$ cat src/rtl/cvd_throw_pkg.sv
// Shared throw/projectile types and screen constants for the cat-vs-dog game blocks.
// Positions are Q12.4, velocities Q8.4, all two's complement.
package cvd_throw_pkg;

  localparam int FRAC_W = 4;
  localparam int POS_W  = 16;
  localparam int VEL_W  = 12;
  localparam int INT_W  = POS_W - FRAC_W;
  localparam int PIX_W  = 11;
  localparam int PWR_W  = 7;
  localparam int WIND_W = 4;

  typedef logic [2:0] state_t;
  localparam state_t S_IDLE   = 3'd0;
  localparam state_t S_CHARGE = 3'd1;
  localparam state_t S_LAUNCH = 3'd2;
  localparam state_t S_FLY    = 3'd3;
  localparam state_t S_RESULT = 3'd4;

  localparam int DEF_SCREEN_W   = 1024;
  localparam int DEF_GROUND_Y   = 700;
  localparam int DEF_START_Y    = 600;
  localparam int DEF_CAT_X0     = 100;
  localparam int DEF_DOG_X0     = 900;
  localparam int DEF_CAT_BOX_XL = 60;
  localparam int DEF_CAT_BOX_XH = 140;
  localparam int DEF_CAT_BOX_YL = 560;
  localparam int DEF_CAT_BOX_YH = 700;
  localparam int DEF_DOG_BOX_XL = 860;
  localparam int DEF_DOG_BOX_XH = 940;
  localparam int DEF_DOG_BOX_YL = 560;
  localparam int DEF_DOG_BOX_YH = 700;
  localparam int DEF_PWR_MAX    = 100;
  localparam int DEF_GRAVITY    = 3;

endpackage

$ cat src/rtl/throw_projectile_ctrl_if.sv
// Turn-control / draw-pipeline side signals of the throw controller.
interface throw_projectile_ctrl_if;
  import cvd_throw_pkg::*;

  logic                     frame_tick;
  logic                     dog_turn;
  logic                     enable_draw;
  logic                     throw_enable;
  logic signed [WIND_W-1:0] wind;
  logic [PWR_W-1:0]         power;
  logic [PIX_W-1:0]         proj_x;
  logic [PIX_W-1:0]         proj_y;
  logic                     proj_visible;
  logic                     hit;
  logic                     miss;
  logic                     done;

  modport master (
    output frame_tick, dog_turn, enable_draw, throw_enable, wind,
    input  power, proj_x, proj_y, proj_visible, hit, miss, done
  );

  modport slave (
    input  frame_tick, dog_turn, enable_draw, throw_enable, wind,
    output power, proj_x, proj_y, proj_visible, hit, miss, done
  );

endinterface

$ cat src/rtl/box_hit_check.sv
// Inclusive point-in-rectangle test on signed integer pixel coordinates.
module box_hit_check
  import cvd_throw_pkg::*;
(
  input  logic signed [INT_W-1:0] px_i,
  input  logic signed [INT_W-1:0] py_i,
  input  logic signed [INT_W-1:0] xl_i,
  input  logic signed [INT_W-1:0] xh_i,
  input  logic signed [INT_W-1:0] yl_i,
  input  logic signed [INT_W-1:0] yh_i,
  output logic                    inside_o
);

  assign inside_o = (px_i >= xl_i) && (px_i <= xh_i) &&
                    (py_i >= yl_i) && (py_i <= yh_i);

endmodule

$ cat src/rtl/throw_projectile_ctrl.sv
// Throw power meter plus one ballistic projectile per throw, stepped once per frame,
// reporting hit/miss of the opponent's box to the game controller.
module throw_projectile_ctrl
  import cvd_throw_pkg::*;
#(
  parameter int SCREEN_W   = DEF_SCREEN_W,
  parameter int GROUND_Y   = DEF_GROUND_Y,
  parameter int START_Y    = DEF_START_Y,
  parameter int CAT_X0     = DEF_CAT_X0,
  parameter int DOG_X0     = DEF_DOG_X0,
  parameter int CAT_BOX_XL = DEF_CAT_BOX_XL,
  parameter int CAT_BOX_XH = DEF_CAT_BOX_XH,
  parameter int CAT_BOX_YL = DEF_CAT_BOX_YL,
  parameter int CAT_BOX_YH = DEF_CAT_BOX_YH,
  parameter int DOG_BOX_XL = DEF_DOG_BOX_XL,
  parameter int DOG_BOX_XH = DEF_DOG_BOX_XH,
  parameter int DOG_BOX_YL = DEF_DOG_BOX_YL,
  parameter int DOG_BOX_YH = DEF_DOG_BOX_YH,
  parameter int PWR_MAX    = DEF_PWR_MAX,
  parameter int GRAVITY    = DEF_GRAVITY
) (
  input logic clk,
  input logic rst,
  throw_projectile_ctrl_if.slave ctrl
);

  localparam logic [PWR_W-1:0]         PMAX     = PWR_W'(PWR_MAX);
  localparam logic signed [INT_W-1:0]  XMAX     = INT_W'(SCREEN_W - 1);
  localparam logic signed [INT_W-1:0]  YGND     = INT_W'(GROUND_Y);
  localparam logic signed [POS_W-1:0]  CAT_X0_Q = POS_W'(CAT_X0 << FRAC_W);
  localparam logic signed [POS_W-1:0]  DOG_X0_Q = POS_W'(DOG_X0 << FRAC_W);
  localparam logic signed [POS_W-1:0]  START_Q  = POS_W'(START_Y << FRAC_W);
  localparam logic signed [VEL_W-1:0]  GRAV_Q   = VEL_W'(GRAVITY);

  state_t                    state_q, state_d;
  logic                      te_q;
  logic [PWR_W-1:0]          power_q, power_d;
  logic                      pwr_up_q, pwr_up_d;
  logic                      dir_q, dir_d;
  logic signed [WIND_W-1:0]  wind_q, wind_d;
  logic signed [POS_W-1:0]   x_q, x_d, y_q, y_d;
  logic signed [VEL_W-1:0]   vx_q, vx_d, vy_q, vy_d;
  logic                      chk_q, chk_d;
  logic                      vis_q, vis_d;
  logic                      hit_q, hit_d, miss_q, miss_d, done_q, done_d;

  logic                      te_rise;
  logic signed [VEL_W-1:0]   pwr_v, pwr2_v;
  logic signed [INT_W-1:0]   x_int, y_int;
  logic signed [INT_W-1:0]   bxl, bxh, byl, byh;
  logic                      in_box, off_screen, on_ground;

  assign te_rise = ctrl.throw_enable & ~te_q;
  assign pwr_v   = {{(VEL_W-PWR_W){1'b0}}, power_q};
  assign pwr2_v  = {pwr_v[VEL_W-2:0], 1'b0};
  assign x_int   = x_q[POS_W-1:FRAC_W];
  assign y_int   = y_q[POS_W-1:FRAC_W];

  // The thrower's own box is never tested: the dog aims at the cat and vice versa.
  assign bxl = dir_q ? INT_W'(CAT_BOX_XL) : INT_W'(DOG_BOX_XL);
  assign bxh = dir_q ? INT_W'(CAT_BOX_XH) : INT_W'(DOG_BOX_XH);
  assign byl = dir_q ? INT_W'(CAT_BOX_YL) : INT_W'(DOG_BOX_YL);
  assign byh = dir_q ? INT_W'(CAT_BOX_YH) : INT_W'(DOG_BOX_YH);

  box_hit_check u_box (
    .px_i     (x_int),
    .py_i     (y_int),
    .xl_i     (bxl),
    .xh_i     (bxh),
    .yl_i     (byl),
    .yh_i     (byh),
    .inside_o (in_box)
  );

  assign on_ground  = (y_int >= YGND);
  assign off_screen = x_int[INT_W-1] || (x_int > XMAX);

  always_comb begin
    state_d  = state_q;
    power_d  = power_q;
    pwr_up_d = pwr_up_q;
    dir_d    = dir_q;
    wind_d   = wind_q;
    x_d      = x_q;
    y_d      = y_q;
    vx_d     = vx_q;
    vy_d     = vy_q;
    chk_d    = 1'b0;
    vis_d    = vis_q;
    hit_d    = 1'b0;
    miss_d   = 1'b0;
    done_d   = 1'b0;

    case (state_q)
      S_IDLE: begin
        if (ctrl.enable_draw) begin
          state_d  = S_CHARGE;
          power_d  = '0;
          pwr_up_d = 1'b1;
        end else if (te_rise) begin
          state_d = S_LAUNCH;
        end
      end

      S_CHARGE: begin
        if (!ctrl.enable_draw && te_rise) begin
          state_d = S_LAUNCH;
        end else if (!ctrl.enable_draw && !ctrl.throw_enable) begin
          state_d = S_IDLE;
        end else if (ctrl.frame_tick) begin
          if (pwr_up_q) begin
            if (power_q >= PMAX) begin
              power_d  = PMAX - 1'b1;
              pwr_up_d = 1'b0;
            end else begin
              power_d = power_q + 1'b1;
            end
          end else if (power_q == '0) begin
            power_d  = PWR_W'(1);
            pwr_up_d = 1'b1;
          end else begin
            power_d = power_q - 1'b1;
          end
        end
      end

      S_LAUNCH: begin
        dir_d   = ctrl.dog_turn;
        wind_d  = ctrl.wind;
        x_d     = ctrl.dog_turn ? DOG_X0_Q : CAT_X0_Q;
        y_d     = START_Q;
        vx_d    = ctrl.dog_turn ? -pwr2_v : pwr2_v;
        vy_d    = -pwr_v;
        vis_d   = 1'b1;
        state_d = S_FLY;
      end

      // A frame updates position first from the old velocity; the following
      // cycle judges the new position before the next frame can move it.
      S_FLY: begin
        if (chk_q) begin
          if (in_box) begin
            hit_d   = 1'b1;
            done_d  = 1'b1;
            vis_d   = 1'b0;
            state_d = S_RESULT;
          end else if (on_ground || off_screen) begin
            miss_d  = 1'b1;
            done_d  = 1'b1;
            vis_d   = 1'b0;
            state_d = S_RESULT;
          end
        end else if (ctrl.frame_tick) begin
          x_d   = x_q + {{(POS_W-VEL_W){vx_q[VEL_W-1]}}, vx_q};
          y_d   = y_q + {{(POS_W-VEL_W){vy_q[VEL_W-1]}}, vy_q};
          vy_d  = vy_q + GRAV_Q;
          vx_d  = vx_q + {{(VEL_W-WIND_W){wind_q[WIND_W-1]}}, wind_q};
          chk_d = 1'b1;
        end
      end

      S_RESULT: begin
        vis_d   = 1'b0;
        power_d = '0;
        state_d = S_IDLE;
      end

      default: state_d = S_IDLE;
    endcase
  end

  always_ff @(posedge clk) begin
    if (rst) begin
      state_q  <= S_IDLE;
      te_q     <= 1'b0;
      power_q  <= '0;
      pwr_up_q <= 1'b1;
      dir_q    <= 1'b0;
      wind_q   <= '0;
      x_q      <= '0;
      y_q      <= '0;
      vx_q     <= '0;
      vy_q     <= '0;
      chk_q    <= 1'b0;
      vis_q    <= 1'b0;
      hit_q    <= 1'b0;
      miss_q   <= 1'b0;
      done_q   <= 1'b0;
    end else begin
      state_q  <= state_d;
      te_q     <= ctrl.throw_enable;
      power_q  <= power_d;
      pwr_up_q <= pwr_up_d;
      dir_q    <= dir_d;
      wind_q   <= wind_d;
      x_q      <= x_d;
      y_q      <= y_d;
      vx_q     <= vx_d;
      vy_q     <= vy_d;
      chk_q    <= chk_d;
      vis_q    <= vis_d;
      hit_q    <= hit_d;
      miss_q   <= miss_d;
      done_q   <= done_d;
    end
  end

  assign ctrl.power        = power_q;
  assign ctrl.proj_x       = x_q[FRAC_W+PIX_W-1:FRAC_W];
  assign ctrl.proj_y       = y_q[FRAC_W+PIX_W-1:FRAC_W];
  assign ctrl.proj_visible = vis_q;
  assign ctrl.hit          = hit_q;
  assign ctrl.miss         = miss_q;
  assign ctrl.done         = done_q;

endmodule

$ cat src/flat_wrapper.sv
// flat-port wrapper written by rule: the top's interface ports become plain ports
module throw_projectile_ctrl_flat import cvd_throw_pkg::*;
#(
  parameter int SCREEN_W   = DEF_SCREEN_W,
  parameter int GROUND_Y   = DEF_GROUND_Y,
  parameter int START_Y    = DEF_START_Y,
  parameter int CAT_X0     = DEF_CAT_X0,
  parameter int DOG_X0     = DEF_DOG_X0,
  parameter int CAT_BOX_XL = DEF_CAT_BOX_XL,
  parameter int CAT_BOX_XH = DEF_CAT_BOX_XH,
  parameter int CAT_BOX_YL = DEF_CAT_BOX_YL,
  parameter int CAT_BOX_YH = DEF_CAT_BOX_YH,
  parameter int DOG_BOX_XL = DEF_DOG_BOX_XL,
  parameter int DOG_BOX_XH = DEF_DOG_BOX_XH,
  parameter int DOG_BOX_YL = DEF_DOG_BOX_YL,
  parameter int DOG_BOX_YH = DEF_DOG_BOX_YH,
  parameter int PWR_MAX    = DEF_PWR_MAX,
  parameter int GRAVITY    = DEF_GRAVITY
)
  (clk, rst, ctrl_frame_tick, ctrl_dog_turn, ctrl_enable_draw, ctrl_throw_enable, ctrl_wind, ctrl_power, ctrl_proj_x, ctrl_proj_y, ctrl_proj_visible, ctrl_hit, ctrl_miss, ctrl_done);
  throw_projectile_ctrl_if ctrl_i ();
  input logic clk;
  input logic rst;
  input wire logic [$bits(ctrl_i.frame_tick)-1:0] ctrl_frame_tick;
  input wire logic [$bits(ctrl_i.dog_turn)-1:0] ctrl_dog_turn;
  input wire logic [$bits(ctrl_i.enable_draw)-1:0] ctrl_enable_draw;
  input wire logic [$bits(ctrl_i.throw_enable)-1:0] ctrl_throw_enable;
  input wire logic [$bits(ctrl_i.wind)-1:0] ctrl_wind;
  output wire logic [$bits(ctrl_i.power)-1:0] ctrl_power;
  output wire logic [$bits(ctrl_i.proj_x)-1:0] ctrl_proj_x;
  output wire logic [$bits(ctrl_i.proj_y)-1:0] ctrl_proj_y;
  output wire logic [$bits(ctrl_i.proj_visible)-1:0] ctrl_proj_visible;
  output wire logic [$bits(ctrl_i.hit)-1:0] ctrl_hit;
  output wire logic [$bits(ctrl_i.miss)-1:0] ctrl_miss;
  output wire logic [$bits(ctrl_i.done)-1:0] ctrl_done;
  assign ctrl_i.frame_tick = ctrl_frame_tick;
  assign ctrl_i.dog_turn = ctrl_dog_turn;
  assign ctrl_i.enable_draw = ctrl_enable_draw;
  assign ctrl_i.throw_enable = ctrl_throw_enable;
  assign ctrl_i.wind = ctrl_wind;
  assign ctrl_power = ctrl_i.power;
  assign ctrl_proj_x = ctrl_i.proj_x;
  assign ctrl_proj_y = ctrl_i.proj_y;
  assign ctrl_proj_visible = ctrl_i.proj_visible;
  assign ctrl_hit = ctrl_i.hit;
  assign ctrl_miss = ctrl_i.miss;
  assign ctrl_done = ctrl_i.done;
  throw_projectile_ctrl #(.SCREEN_W(SCREEN_W), .GROUND_Y(GROUND_Y), .START_Y(START_Y), .CAT_X0(CAT_X0), .DOG_X0(DOG_X0), .CAT_BOX_XL(CAT_BOX_XL), .CAT_BOX_XH(CAT_BOX_XH), .CAT_BOX_YL(CAT_BOX_YL), .CAT_BOX_YH(CAT_BOX_YH), .DOG_BOX_XL(DOG_BOX_XL), .DOG_BOX_XH(DOG_BOX_XH), .DOG_BOX_YL(DOG_BOX_YL), .DOG_BOX_YH(DOG_BOX_YH), .PWR_MAX(PWR_MAX), .GRAVITY(GRAVITY)) u_core (.clk(clk), .rst(rst), .ctrl(ctrl_i));
endmodule
$ cat config.mk
export PLATFORM = sky130hd
export DESIGN_NAME = throw_projectile_ctrl_flat
export DESIGN_NICKNAME = d
export VERILOG_FILES = /design/src/rtl/cvd_throw_pkg.sv /design/src/rtl/throw_projectile_ctrl_if.sv /design/src/rtl/box_hit_check.sv /design/src/rtl/throw_projectile_ctrl.sv /design/src/flat_wrapper.sv
export SDC_FILE = /design/constraint.sdc
export NUM_CORES = 1
export LEC_CHECK = 0
export CORE_UTILIZATION = 31
export DETAILED_ROUTE_END_ITERATION = 16
export SLEW_MARGIN = 20
export SYNTH_ARGS = -nofsm -noshare
export SYNTH_HDL_FRONTEND = slang
export SYNTH_SLANG_ARGS = --single-unit
$ cat constraint.sdc
create_clock -name clk -period 2.6 [get_ports clk]
set_clock_uncertainty 0.15 [all_clocks]
set_input_delay 0.52 -clock clk [delete_from_list [all_inputs] [get_ports clk]]
set_output_delay 0.52 -clock clk [all_outputs]
set_load 0.005 [all_outputs]
### Yosys cells after proc, flatten, opt, wreduce, memory -nomap -nowiden

Index checks and enable logic that the tools add are counted.

| operators by class | value |
|---|---|
| $add $sub $neg | 8 |
| $lt $le $gt $ge | 7 |
| equal/unequal tests | 14 |
| multiplexer cells | 48 |
| bitwise logic cells | 4 |
| reductions and logical operators | 23 |

Operator list:

| kind | count |
|---|---|
| 16-bit two-way mux | 4 |
| 16-bit case mux with 2 select lines | 2 |
| 12-bit two-way mux | 5 |
| 7-bit two-way mux | 7 |
| 12-bit case mux with 2 select lines | 2 |
| 16-bit adder | 2 |
| 12-bit by 11-bit greater-or-equal comparator with 1-bit output (second input constant) | 2 |
| 3-bit two-way mux | 7 |
| 7-bit case mux with 3 select lines | 1 |
| 10-bit two-way mux | 2 |
| 1-bit two-way mux | 14 |
| 14-bit two-way mux | 1 |
| 12-bit adder | 1 |
| 12-bit by 3-bit adder with 12-bit output (second input constant) | 1 |
| 12-bit greater-or-equal comparator | 1 |
| 12-bit by 11-bit greater-than comparator with 1-bit output (second input constant) | 1 |
| 12-bit by 11-bit less-or-equal comparator with 1-bit output (second input constant) | 1 |
| 12-bit less-or-equal comparator | 1 |
| 2-bit != test (second input constant) | 6 |
| 7-bit negator with 12-bit output | 1 |
| 8-bit negator with 12-bit output | 1 |
| 3-bit case mux with 4 select lines | 1 |
| 5-bit AND reduction | 2 |
| 7-bit by 1-bit adder with 7-bit output (second input constant) | 1 |
| 23 further kinds | 37 |

| storage, ports and cells | value |
|---|---|
| flip-flop bits (word level) | 78 |
| bits of input ports | 10 |
| word-level logic and storage cells | 119 |

### Logic depth before layout (Yosys ltp)

Gate-level depths: netlist of run 1.

| depth | value |
|---|---|
| depth in word-level cells | 8 |
| mapped depth | 11 |
| mapped depth without buffers | 11 |

### Cells and area by module

A second synthesis of run 1 with hierarchy kept.

| unflattened totals | value |
|---|---|
| cells, all modules | 892 |
| area total of the unflattened synthesis | 6880.3 um^2 |

Modules (own cells, without submodules):

| module | times used | cells an instance | area an instance (um^2) | seq. area each (um^2) |
|---|---|---|---|---|
| throw_projectile_ctrl | 1 | 725 | 5652.9 | 1561.5 |
| box_hit_check | 1 | 167 | 1227.4 | 0.0 |

### Least setup slack after synthesis of run 1

Ideal clock, no wire load.

| timing path | value |
|---|---|
| kind | register to register |
| start | reg u_core.vx_q[1] |
| end | reg u_core.vx_q[11] |
| library setup time | 0.103 ns |
| data arrival time | 2.222 ns |
| data required time | 2.347 ns |
| setup slack | 0.124 ns |
| stages on the path, launching flop included | 10 |
| buffers on the path | 0 |
| period minus slack after synthesis | 2.476 ns |
| cell sequence | dfxtp_1 > ha_1 > a21o_1 > a21o_2 > a2111oi_4 > o31ai_2 > nor4_1 > a21oi_1 > xnor2_1 > a2111oi_2 |

| on the way | value |
|---|---|
| cells in the longest elaborated chain, start to end | 4 |

RTL lines:

| element | line | text |
|---|---|---|
| start: declaration | throw_projectile_ctrl.sv:42 | `logic signed [VEL_W-1:0] vx_q, vx_d, vy_q, vy_d;` |
| start signal: assignment | throw_projectile_ctrl.sv:198 | `vx_q <= vx_d;` |
| 12-bit adder | throw_projectile_ctrl.sv:157 | `vx_d = vx_q + {{(VEL_W-WIND_W){wind_q[WIND_W-1]}}, wind_q};` |
| 12-bit two-way mux | throw_projectile_ctrl.sv:153 | `end else if (ctrl.frame_tick) begin` |
| 12-bit two-way mux | throw_projectile_ctrl.sv:141 | `if (chk_q) begin` |
| 12-bit case mux with 2 select lines | throw_projectile_ctrl.sv:94 | `case (state_q)` |

Every way passes these cells. The select of a mux whose other input is x is not followed.
A chain may end at the register's enable or synchronous reset.

### Worst setup path after layout of run 1

| timing path | value |
|---|---|
| start | reg u_core.vx_q[1] |
| end | reg u_core.x_q[9] |

| on the way | value |
|---|---|
| cells in the longest elaborated chain, start to end | 4 |

RTL lines:

| element | line | text |
|---|---|---|
| 16-bit adder | throw_projectile_ctrl.sv:154 | `x_d = x_q + {{(POS_W-VEL_W){vx_q[VEL_W-1]}}, vx_q};` |
| 16-bit two-way mux | throw_projectile_ctrl.sv:153 |  |
| 16-bit two-way mux | throw_projectile_ctrl.sv:141 |  |
| 16-bit case mux with 2 select lines | throw_projectile_ctrl.sv:94 |  |
| end signal: assignment | throw_projectile_ctrl.sv:180 | `x_q <= '0;` |
| end signal: assignment | throw_projectile_ctrl.sv:196 | `x_q <= x_d;` |
| end: declaration | throw_projectile_ctrl.sv:41 | `logic signed [POS_W-1:0] x_q, x_d, y_q, y_d;` |

Every way passes these cells. The select of a mux whose other input is x is not followed.

==> summary.txt, run 1 <==
Place
  – Pre-CTS setup slack: -0.00861 ns
  – # port buffers: between 40 and 50
  – Hpwl dp: 11500 um
  – Gpl congestion: 0.848

Yosys
  – Mapped Area: around 0.0058 mm2
  – Post-synth cell types: 74
  – Post-Synth XOR/XNOR Area: approximately 5.9%
  – Synth top cells by count: 87 x nor2_1, 78 x dfxtp_1, 73 x a21oi_1, 65 x nand2_1, 49 x ha_1
  – Post-synth EDFFs: 0
  – Mapped Cells: roughly 740
  – Yosys warns: 0
  – Biggest area consumer among synthesized cells: dfxtp_1
  – Synth Area in Compound Gates: roughly 27%
  – Yosys reg bits: a little under 80
  – Adder-cell share of the synthesized area: between 10% and 20%
  – Seq/Total Area, Yosys: around 27%
  – Yosys top cell area share: 27.0%
  – Post-Synth Simple-Gate Area: about a fifth
  – Largest family of logic cells by synthesized area: compound AO/OA/AOI/OAI gates
  – Synth top area cells: dfxtp_1 27%, ha_1 11%, a21oi_1 6.3%
  – Syn_area_per_cell: just under 8 um2
  – Ys flop type: dfxtp_1
  – Post-synth net total: approximately 800
  – Most instantiated library cell after synthesis: nor2_1
  – Multiplexer share of the synthesized area: less than 1%
  – Post-synth ARST share: 0%

Clocking
  – Post-CTS Hold Buffers: 0
  – CTS Root Cell: clkbuf_16
  – CTS tree: yes
  – CTS buffer count: 9
  – Post-CTS setup buffers: 0
  – CTS sink cnt: slightly below 80
  – Clk_lat worst skew: about 0.35 ns
  – CTS clk-pin slew, worst paths: around 0.06 ns
  – H-tree depth: 3
  – Clock Path Buffers: 2

Final layout
  – Synthesis-to-finish area growth: 18.4%
  – Layout cell share with drive strength beyond 1: 13.0%
  – Ant. Diodes: 0
  – Fill cells: around 1.9k
  – Final nets: 840
  – Final Util: between 30% and 40%

Power and ir drop
  – Static Leak: between 2 and 3 nW
  – Tot Pwr: between 2 and 3 mW
  – P per Cell Area: 420 mW/mm2
  – Worst vdd ir: between 300 and 400 uV

STA
  – Setup slack after layout: roughly 0.11 ns
  – FMAX: 402 MHz
  – Final Cycle Share: a little over nine tenths
  – Final setup violating endpoints: 0
  – Worst-Margin Slew: approximately 0.63 ns
  – Max-slew violations: 0
  – Fin crit period: 2.49 ns
  – Slew headroom: 57.7%
  – Final Hold Viols: 0

Floorplan
  – I/O pins: between 40 and 50
  – Die Span X: around 140 um
  – Die ar.: between 0.015 and 0.02 mm2
  – Rows: around 50
  – Starting Density: about a third
  – Core area: around 0.018 mm2
  – Die height: about 140 um

Setup path
  – Req. time, crit path: 2.68 ns
  – Critical Setup Path Class: reg2reg
  – Worst-path fanout max: 4
  – Crit path capture type: flip-flop
  – CP arrival: approximately 2.6 ns
  – Type of origin of the critical path: flip-flop

Route
  – DR vias/cell: 5.27
  – Total wire length: 15300 um
  – ANT nets after route: 0
  – DRC errors left: 6
  – DR iter-0 viols: between 300 and 400
  – DR WL/cell: approximately 15 um
  – Pre-Repair DR Iteration Count: 11
  – Vias: between 5k and 6k

Global route
  – First-pass GRT wire length: between 20000 and 30000 um
  – Initial antenna violation count: 0
  – Total GRT Usage: between 10% and 20%
  – GRT overflow: 0
  – Pin count of the biggest net entering global routing: 27
  – Vias in the first global route: between 5k and 6k

Job
  – Max-cap viol count: 0

Status
  – Outcome: finished with violations
  – Violated checks: design-rule violations

Hold path
  – Hold WC Path Type: reg2reg
-- critical path, cell delays in order (launching register included) --
cell and delay, ns:
dfxtp_1 0.31, buf_4 0.16, ha_4 0.24, a211oi_2 0.29
o21ai_2 0.10, a21o_1 0.18, a21o_1 0.18, and2_1 0.18
o21a_1 0.18, o311ai_2 0.27, a211oi_2 0.11
-- placed cells by master, fill, tap and decap left out, types with 12 or more instances in the layout --
| master | instances |
|---|---|
| nor2_1 | 87 |
| dfxtp_1 | 72 |
| a21oi_1 | 70 |
| nand2_1 | 65 |
| ha_1 | 47 |
| buf_4 | 44 |
| clkdlybuf4s50_1 | 41 |
| o21ai_0 | 36 |
| nor3_1 | 26 |
| nand3_1 | 22 |
| xnor2_1 | 21 |
| inv_1 | 20 |
| xor2_1 | 18 |
| a211oi_1 | 15 |
| a22oi_1 | 15 |
| o21a_1 | 13 |
| a21o_1 | 12 |
-- per-stage QoR --
| step | setup TNS [ns] | cells | hold slack [ns] | instance area [um2] |
|---|---|---|---|---|
| after floorplan | 0 | 737 | 0.286 | 5790 |
| after global routing | -0.00657 | 1012 | 0.327 | 6850 |
| after detailed placement | -0.0150 | 996 | 0.303 | 6480 |
| after global placement | 0 | 996 | 0.297 | 6480 |
| after CTS | 0 | 1012 | 0.312 | 6760 |
| final | 0 | 1012 | 0.311 | 6850 |
-- cell type report --
class	instances	area (um2)	share of cell area, %
Clock buffer	10	229	3.34
Clock inverter	6	38.8	0.566
Inverter	20	75.1	1.10
Multi-Input combinational cell	583	3900	57.0
Sequential cell	78	1570	22.9
Tap cell	229	287	4.18
Timing Repair Buffer	86	746	10.9
-- kinds of logic (layout without fill, tap and decap cells) --
| kind of cell | after synthesis | after routing |
|---|---|---|
| AO/OA/AOI/OAI | 237 | 237 |
| multiplexers | 4 | 4 |
| AND/OR/NAND/NOR | 251 | 251 |
| adder cells (fa/ha/maj) | 52 | 52 |
| flip-flops | 78 | 78 |
| buffers and inverters | 76 | 122 |
| XOR/XNOR | 39 | 39 |
-- where the power goes --
group | leakage (nW) | internal (mW) | switching [mW]
combinational | 1.98 | 0.186 | 0.245
clock | 0.128 | 0.643 | 0.532
sequential | 0.635 | 1.23 | 0.0392
-- worst paths after layout --
path | from | to | slack [ns] | cells past startpoint
setup / recovery | u_core.vx_q[1]$_SDFFE_PP0P_ | u_core.x_q[9]$_SDFFE_PP0P_ | 0.11 | 10
hold / removal | u_core.y_q[0]$_SDFFE_PP0P_ | u_core.y_q[0]$_SDFFE_PP0P_ | 0.31 | 2
setup reg to reg | u_core.vx_q[1]$_SDFFE_PP0P_ | u_core.x_q[9]$_SDFFE_PP0P_ | 0.11 | 10
hold reg to reg | u_core.y_q[0]$_SDFFE_PP0P_ | u_core.y_q[0]$_SDFFE_PP0P_ | 0.31 | 2
-- routing by layer --
metal | global-route usage (%) | share of wire [%] | wire length [um] | up-vias
met5 | 0 | 0 | 0 | -
met4 | 4.68 | 1.3 | 193 | 0
met3 | 2.87 | 4.3 | 658 | 15
met2 | 26.4 | 44 | 6760 | 103
met1 | 22.9 | 50 | 7650 | 2472
li1 | - | - | - | 2740
-- flip-flops by register name (all words and copies together) (netlist names) --
signal / count
u_core.vy_q: 12
u_core.dir_q: 1
u_core.vx_q: 12
u_core.x_q: 16
u_core.ctrl.hit: 1
u_core.ctrl.proj_visible: 1
u_core.ctrl.power: 7
u_core.ctrl.miss: 1
u_core.y_q: 16
u_core.ctrl.done: 1
u_core.te_q: 1
u_core.pwr_up_q: 1
u_core.state_q: 3
u_core.wind_q: 4
u_core.chk_q: 1
-- what timing repair did --
| action | CTS | global route |
|---|---|---|
| pin swaps | 0 | 10 |
| endpoints found under the setup margin | 1 | 15 |
| gates cloned | 0 | 0 |
| gates resized for setup | 1 | 22 |
| endpoints found under the hold margin | 0 | 0 |
No activity file was read; power rests on OpenSTA's default activity.
==> run 2: changes to the inputs <==
SETUP_SLACK_MARGIN = 0.3   (was not set)
clock period = 2.65 ns   (was 2.6 ns; I/O delays follow)
==> summary.txt, run 2 (same netlist as run 1, synthesis figures left out) <==
Power and ir drop
  – P per Cell Area: 417 mW/mm2 (-0.78%)
  – Worst vdd ir: 308 uV (-3.4%)
  – Static Leak: 2.83 nW (+3.1%)
  – Tot Pwr: 3.07 mW (+6.6%)

Route
  – Vias: 5421 (+1.7%)
  – Total wire length: 16000 um (+4.6%)
  – Pre-Repair DR Iteration Count: 11 (unchanged)
  – ANT nets after route: 0 (unchanged)
  – DR WL/cell: 15.5 um (+3.0%)
  – DRC errors left: 13 (+7)
  – DR iter-0 viols: 399 (+27%)
  – DR vias/cell: 5.28 (+0.22%)

STA
  – Post-route setup TNS: 0 ns (unchanged)
  – Final Cycle Share: 91.4% (-4.3 points)
  – Final hold slack: 0.321 ns (+0.0101 ns)
  – Fin crit period: 2.42 ns (-0.0662 ns)
  – Final setup violating endpoints: 0 (unchanged)
  – RSZ-0062 raised after global routing: yes
  – Final Hold Viols: 0 (unchanged)
  – Worst-Margin Slew: 0.676 ns (+0.0412 ns)
  – Slew headroom: 54.5% (-3.2 points)
  – FMAX: 413 MHz (+2.7%)
  – Max-slew violations: 0 (unchanged)

Final layout
  – Most common cell after layout, fill and taps aside: nor2_1
  – Layout cell share with drive strength beyond 1: 21.2% (+8.2 points)
  – Final nets: 855 (+1.8%)
  – Post-route cell area: 0.00736 mm2 (+7.4%)
  – Biggest regs: u_core.x_q (16), u_core.y_q (16)
  – Storage cell area: 0.00161 mm2 (+2.8%)
  – Fill cells: 1835 (-4.2%)
  – Area occupied by multi-input gates: 0.00418 mm2 (+7.2%)
  – Most frequent cells in the layout: 85 x nor2_1, 63 x nand2_1, 63 x a21oi_1
  – Synthesis-to-finish area growth: 27.1%
  – Ant. Diodes: 0 (unchanged)

Clocking
  – CTS buffer count: 9 (unchanged)
  – CTS Root Cell: clkbuf_16
  – H-tree depth: 3 (unchanged)
  – CTS tree: yes
  – CTS clk-pin slew, worst paths: 0.06 ns (about the same)
  – Clk_lat worst skew: 0.35 ns (about the same)
  – Post-CTS Hold Buffers: 0 (unchanged)
  – Clock Path Buffers: 2 (unchanged)
  – CTS sink cnt: 78 (unchanged)

Status
  – Violated checks: design-rule violations
  – Outcome: finished with violations

Place
  – Gpl congestion: 0.841 (-0.88%)
  – # port buffers: 42 (unchanged)
  – Post-Place Cell Area: 0.00649 mm2 (+0.14%)
  – Hpwl dp: 11300 um (-1.3%)

Global route
  – Total GRT Usage: 16.8% (+0.23 points)
  – First-pass GRT wire length: 26100 um (+1.3%)
  – GRT overflow: 0 (unchanged)
  – Vias in the first global route: 5115 (+0.99%)
  – Pin count of the biggest net entering global routing: 28 (+3.7%)
  – Initial antenna violation count: 0 (unchanged)

Job
  – Max-cap viol count: 0 (unchanged)

Setup path
  – Setup crit start: u_core.vx_q[1]$_SDFFE_PP0P_
  – Reg-to-Reg End: u_core.vx_q[11]$_SDFFE_PP0P_
  – Worst r2r src: u_core.vx_q[1]$_SDFFE_PP0P_
  – R2r worst-path depth: 9 (-1)
  – Req. time, crit path: 2.75 ns (+0.07 ns)
  – Crit path capture type: flip-flop
  – Worst R2R Setup Slack: 0.23 ns (+0.12 ns)
  – Worst-path fanout max: 3 (-1)
  – Type of origin of the critical path: flip-flop
  – Critical Setup Path Class: reg2reg
  – CP arrival: 2.52 ns (-0.05 ns)

Floorplan
  – Die ar.: 0.0192 mm2 (unchanged)
  – Die Span X: 139 um (unchanged)
  – I/O pins: 43 (unchanged)
  – Core area: 0.0181 mm2 (unchanged)
  – Die height: 139 um (unchanged)
  – Starting Density: 31.9% (unchanged)
  – Rows: 49 (unchanged)

Hold path
  – Hold WC Path Type: reg2reg
  – WHS Endpoint: u_core.wind_q[0]$_SDFFE_PP0P_
  – Hold Startpoint: u_core.wind_q[0]$_SDFFE_PP0P_
  – WHS Path Cells: 2 (unchanged)
## run 2: changes by cell type in the layout (fill, tap and decap cells not counted), moves of 3 or more
cell     delta
dfxtp_2     +5
a21o_4      +3
ha_4       +12
ha_1       -13
dfxtp_1    -15
dfxtp_4    +10
a21o_2      -3
a21oi_2     +7
buf_4      +13
a21oi_1     -7
## run 2: worst max-delay path by stage
stage                                              end  slack, ns  depth (start not counted)
after floorplan           u_core.vx_q[11]$_SDFFE_PP0P_       0.29                          9
after global placement    u_core.vx_q[10]$_SDFFE_PP0P_       0.08                         11
after detailed placement  u_core.vx_q[10]$_SDFFE_PP0P_       0.04                         11
after CTS                 u_core.vx_q[11]$_SDFFE_PP0P_       0.14                          9
after global routing      u_core.vx_q[11]$_SDFFE_PP0P_       0.06                          9
final                     u_core.vx_q[11]$_SDFFE_PP0P_       0.23                          9
## run 2: timing repair
| item | 4_1_cts | 5_1_grt |
|---|---|---|
| setup buffers | 12 | 7 |
| hold endpoints to repair | 0 | 0 |
| pin swaps | 41 | 33 |
| resized for setup | 57 | 35 |
| setup endpoints to repair | 16 | 21 |
## run 2: report_power, final
group	total (mW)	switching, mW	internal [mW]	leakage, nW
logic	0.451	0.249	0.201	2.03
registers	1.25	0.0468	1.20	0.646
clock network	1.37	0.538	0.828	0.152
total	3.07	0.834	2.23	2.83
## run 2: area by class of cell
class / count / area share (%)
clock buffer: 9 / 3.06
clock inverter: 7 / 1.33
inverter: 20 / 1.02
multi-input combinational: 583 / 56.9
sequential: 78 / 21.9
tap: 229 / 3.90
timing repair buffer: 101 / 11.9
## run 2: stage by stage
step,util (%),std cells,setup slack [ns]
2_1_floorplan,-,737,0.287
3_3_place_gp,35.8,992,0.0764
3_5_place_dp,35.8,992,0.0446
4_1_cts,39.4,1020,0.137
5_1_grt,40.5,1027,0.0596
6_report,40.5,1027,0.229
## run 2: metal layers
layer  part of all wire (%)  GRT usage (%)  vias to the layer above  routed length [um]
li1                       -              -                     2771                   -
met5                      0              0                        -                   0
met1                     50           22.8                     2538                7950
met4                   0.98           3.80                        0                 156
met2                     45           27.4                      101                7190
met3                    4.1           3.38                       11                 651
## run 2: worst max-delay path, cell delays in order (launching register included)
cell and delay (ns):
dfxtp_4 0.36, ha_4 0.23, a21o_1 0.16, a21o_4 0.21, a2111oi_4 0.36, o31ai_2 0.14
nor4_1 0.20, a21oi_1 0.09, xnor2_1 0.15, a2111oi_2 0.28
==> run 3: changes to the inputs <==
CORE_ASPECT_RATIO = 1.2   (was not set)
CTS_CLUSTER_SIZE = 16   (was not set)
==> summary.txt, run 3 (same netlist as run 1, synthesis figures left out) <==
Global route
  – First-pass GRT wire length: 26700 um (+2.3%)
  – Vias in the first global route: 5285 (+3.3%)
  – Total GRT Usage: 17.7% (+0.92 points)
  – Pin count of the biggest net entering global routing: 26 (-7.1%)
  – GRT overflow: 0 (unchanged)
  – Initial antenna violation count: 0 (unchanged)

Setup path
  – Worst r2r src: u_core.vx_q[1]$_SDFFE_PP0P_
  – CP arrival: 2.51 ns (about the same)
  – R2r worst-path depth: 9 (unchanged)
  – Reg-to-Reg End: u_core.x_q[9]$_SDFFE_PP0P_
  – Worst-path fanout max: 4 (+1)
  – Setup crit start: u_core.vx_q[1]$_SDFFE_PP0P_
  – Critical Setup Path Class: reg2reg
  – Crit path capture type: flip-flop
  – Worst R2R Setup Slack: 0.22 ns (about the same)
  – Req. time, crit path: 2.73 ns (-0.02 ns)
  – Type of origin of the critical path: flip-flop

Final layout
  – Most frequent cells in the layout: 86 x nor2_1, 66 x a21oi_1, 64 x nand2_1
  – Synthesis-to-finish area growth: 25.9%
  – Ant. Diodes: 0 (unchanged)
  – Layout cell share with drive strength beyond 1: 19.6% (-1.6 points)
  – Final nets: 847 (-0.94%)
  – Biggest regs: u_core.x_q (16), u_core.y_q (16)
  – Final cell count without fillers: 1014 (-1.3%)
  – Most common cell after layout, fill and taps aside: nor2_1

Floorplan
  – I/O pins: 43 (unchanged)
  – Starting Density: 31.7% (-0.17 points)
  – Die Span X: 127 um (-8.6%)
  – Core area: 0.0182 mm2 (+0.52%)
  – Die ar.: 0.0192 mm2 (about the same)
  – Die height: 152 um (+9.4%)
  – Rows: 54 (+10%)

Place
  – Hpwl dp: 11500 um (+1.4%)
  – Gpl congestion: 0.835 (-0.67%)
  – Placed Cells: 980 (-1.2%)
  – Pre-CTS setup slack: 0.0850 ns (+0.0404 ns)
  – # port buffers: 42 (unchanged)

STA
  – Setup slack after layout: 0.220 ns (-0.00908 ns)
  – FMAX: 412 MHz (-0.37%)
  – Post-route setup TNS: 0 ns (unchanged)
  – Final setup violating endpoints: 0 (unchanged)
  – Final Cycle Share: 91.7% (+0.34 points)
  – Fin crit period: 2.43 ns (+0.00908 ns)
  – Final hold slack: 0.325 ns (+0.00480 ns)
  – RSZ-0062 raised after global routing: yes
  – Final Hold Viols: 0 (unchanged)
  – Max-slew violations: 0 (unchanged)
  – Worst-Margin Slew: 0.660 ns (-0.0152 ns)
  – Slew headroom: 55.5% (+1.0 points)

Route
  – DR WL/cell: 16.0 um (+3.2%)
  – ANT nets after route: 0 (unchanged)
  – DRC errors left: 0 (-13)
  – DR vias/cell: 5.37 (+1.8%)
  – Pre-Repair DR Iteration Count: 4 (-7)
  – Total wire length: 16300 um (+1.9%)
  – DR iter-0 viols: 290 (-27%)
  – Vias: 5447 (+0.48%)

Clocking
  – CTS clk-pin slew, worst paths: 0.06 ns (about the same)
  – CTS tree: yes
  – CTS sink cnt: 78 (unchanged)
  – Clk_lat worst skew: 0.35 ns (about the same)
  – CTS Root Cell: clkbuf_16
  – Clock Path Buffers: 2 (unchanged)
  – Post-CTS Hold Buffers: 0 (unchanged)
  – CTS buffer count: 9 (unchanged)
  – H-tree depth: 3 (unchanged)

Power and ir drop
  – Worst vdd ir: 294 uV (-4.6%)
  – P per Cell Area: 435 mW/mm2 (+4.5%)
  – Tot Pwr: 3.17 mW (+3.5%)
  – Static Leak: 2.79 nW (-1.3%)

Hold path
  – WHS Path Cells: 2 (unchanged)
  – Hold WC Path Type: reg2reg
  – WHS Endpoint: u_core.y_q[2]$_SDFFE_PP0P_
  – Hold Startpoint: u_core.y_q[2]$_SDFFE_PP0P_

Job
  – Max-cap viol count: 0 (unchanged)

Status
  – Outcome: complete, no violations
run 3: final cells by class:
type | count | area, um2
Clock buffer | 11 | 243
Clock inverter | 5 | 106
Fill cell | 1865 | 11000
Inverter | 20 | 75.1
Multi-Input combinational cell | 583 | 4160
Sequential cell | 78 | 1610
Tap cell | 224 | 280
Timing Repair Buffer | 93 | 815
run 3: worst max-delay path, cell delays in order (launching register included):
cell	delay, ns
dfxtp_4	0.36
ha_1	0.33
a211oi_2	0.26
o21ai_1	0.12
a21o_1	0.19
a21o_1	0.19
and2_1	0.18
o21a_1	0.18
o311ai_2	0.24
a211oi_1	0.11
run 3: stage by stage:
stage	instance area, um2	utilization [%]
floorplan	5810	-
global placement	6430	35.2
detailed placement	6430	35.2
CTS	7080	38.8
global route	7290	39.9
finish	7290	39.9
run 3: where the power goes:
| part | switching [mW] | leakage, nW | internal, mW |
|---|---|---|---|
| clock | 0.527 | 0.166 | 0.948 |
| sequential | 0.0487 | 0.645 | 1.20 |
| combinational | 0.248 | 1.98 | 0.196 |
run 3: worst max path at each step:
stage                                         endpoint  slack, ns  cells past startpoint
after floorplan           u_core.vx_q[11]$_SDFFE_PP0P_       0.29                      9
after global placement     u_core.y_q[14]$_SDFFE_PP0P_       0.11                     10
after detailed placement   u_core.x_q[14]$_SDFFE_PP0P_       0.08                     10
after CTS                 u_core.vx_q[11]$_SDFFE_PP0P_       0.19                      9
after global routing      u_core.vx_q[11]$_SDFFE_PP0P_       0.04                      9
final                       u_core.x_q[9]$_SDFFE_PP0P_       0.22                      9
run 3: repair_timing:
item                       CTS  global route
pin swaps                   35            48
gates resized for setup     46            38
setup buffers               11             7
setup endpoints to repair   16            19
cloned                       0             0
run 3: per-layer routing:
layer | share of wire, % | track usage [%] | vias to the layer above
li1 | - | - | 2748
met1 | 46 | 21.8 | 2586
met2 | 49 | 31.0 | 90
met3 | 2.9 | 2.39 | 23
met4 | 2.0 | 7.68 | 0
met5 | 0 | 0 | -
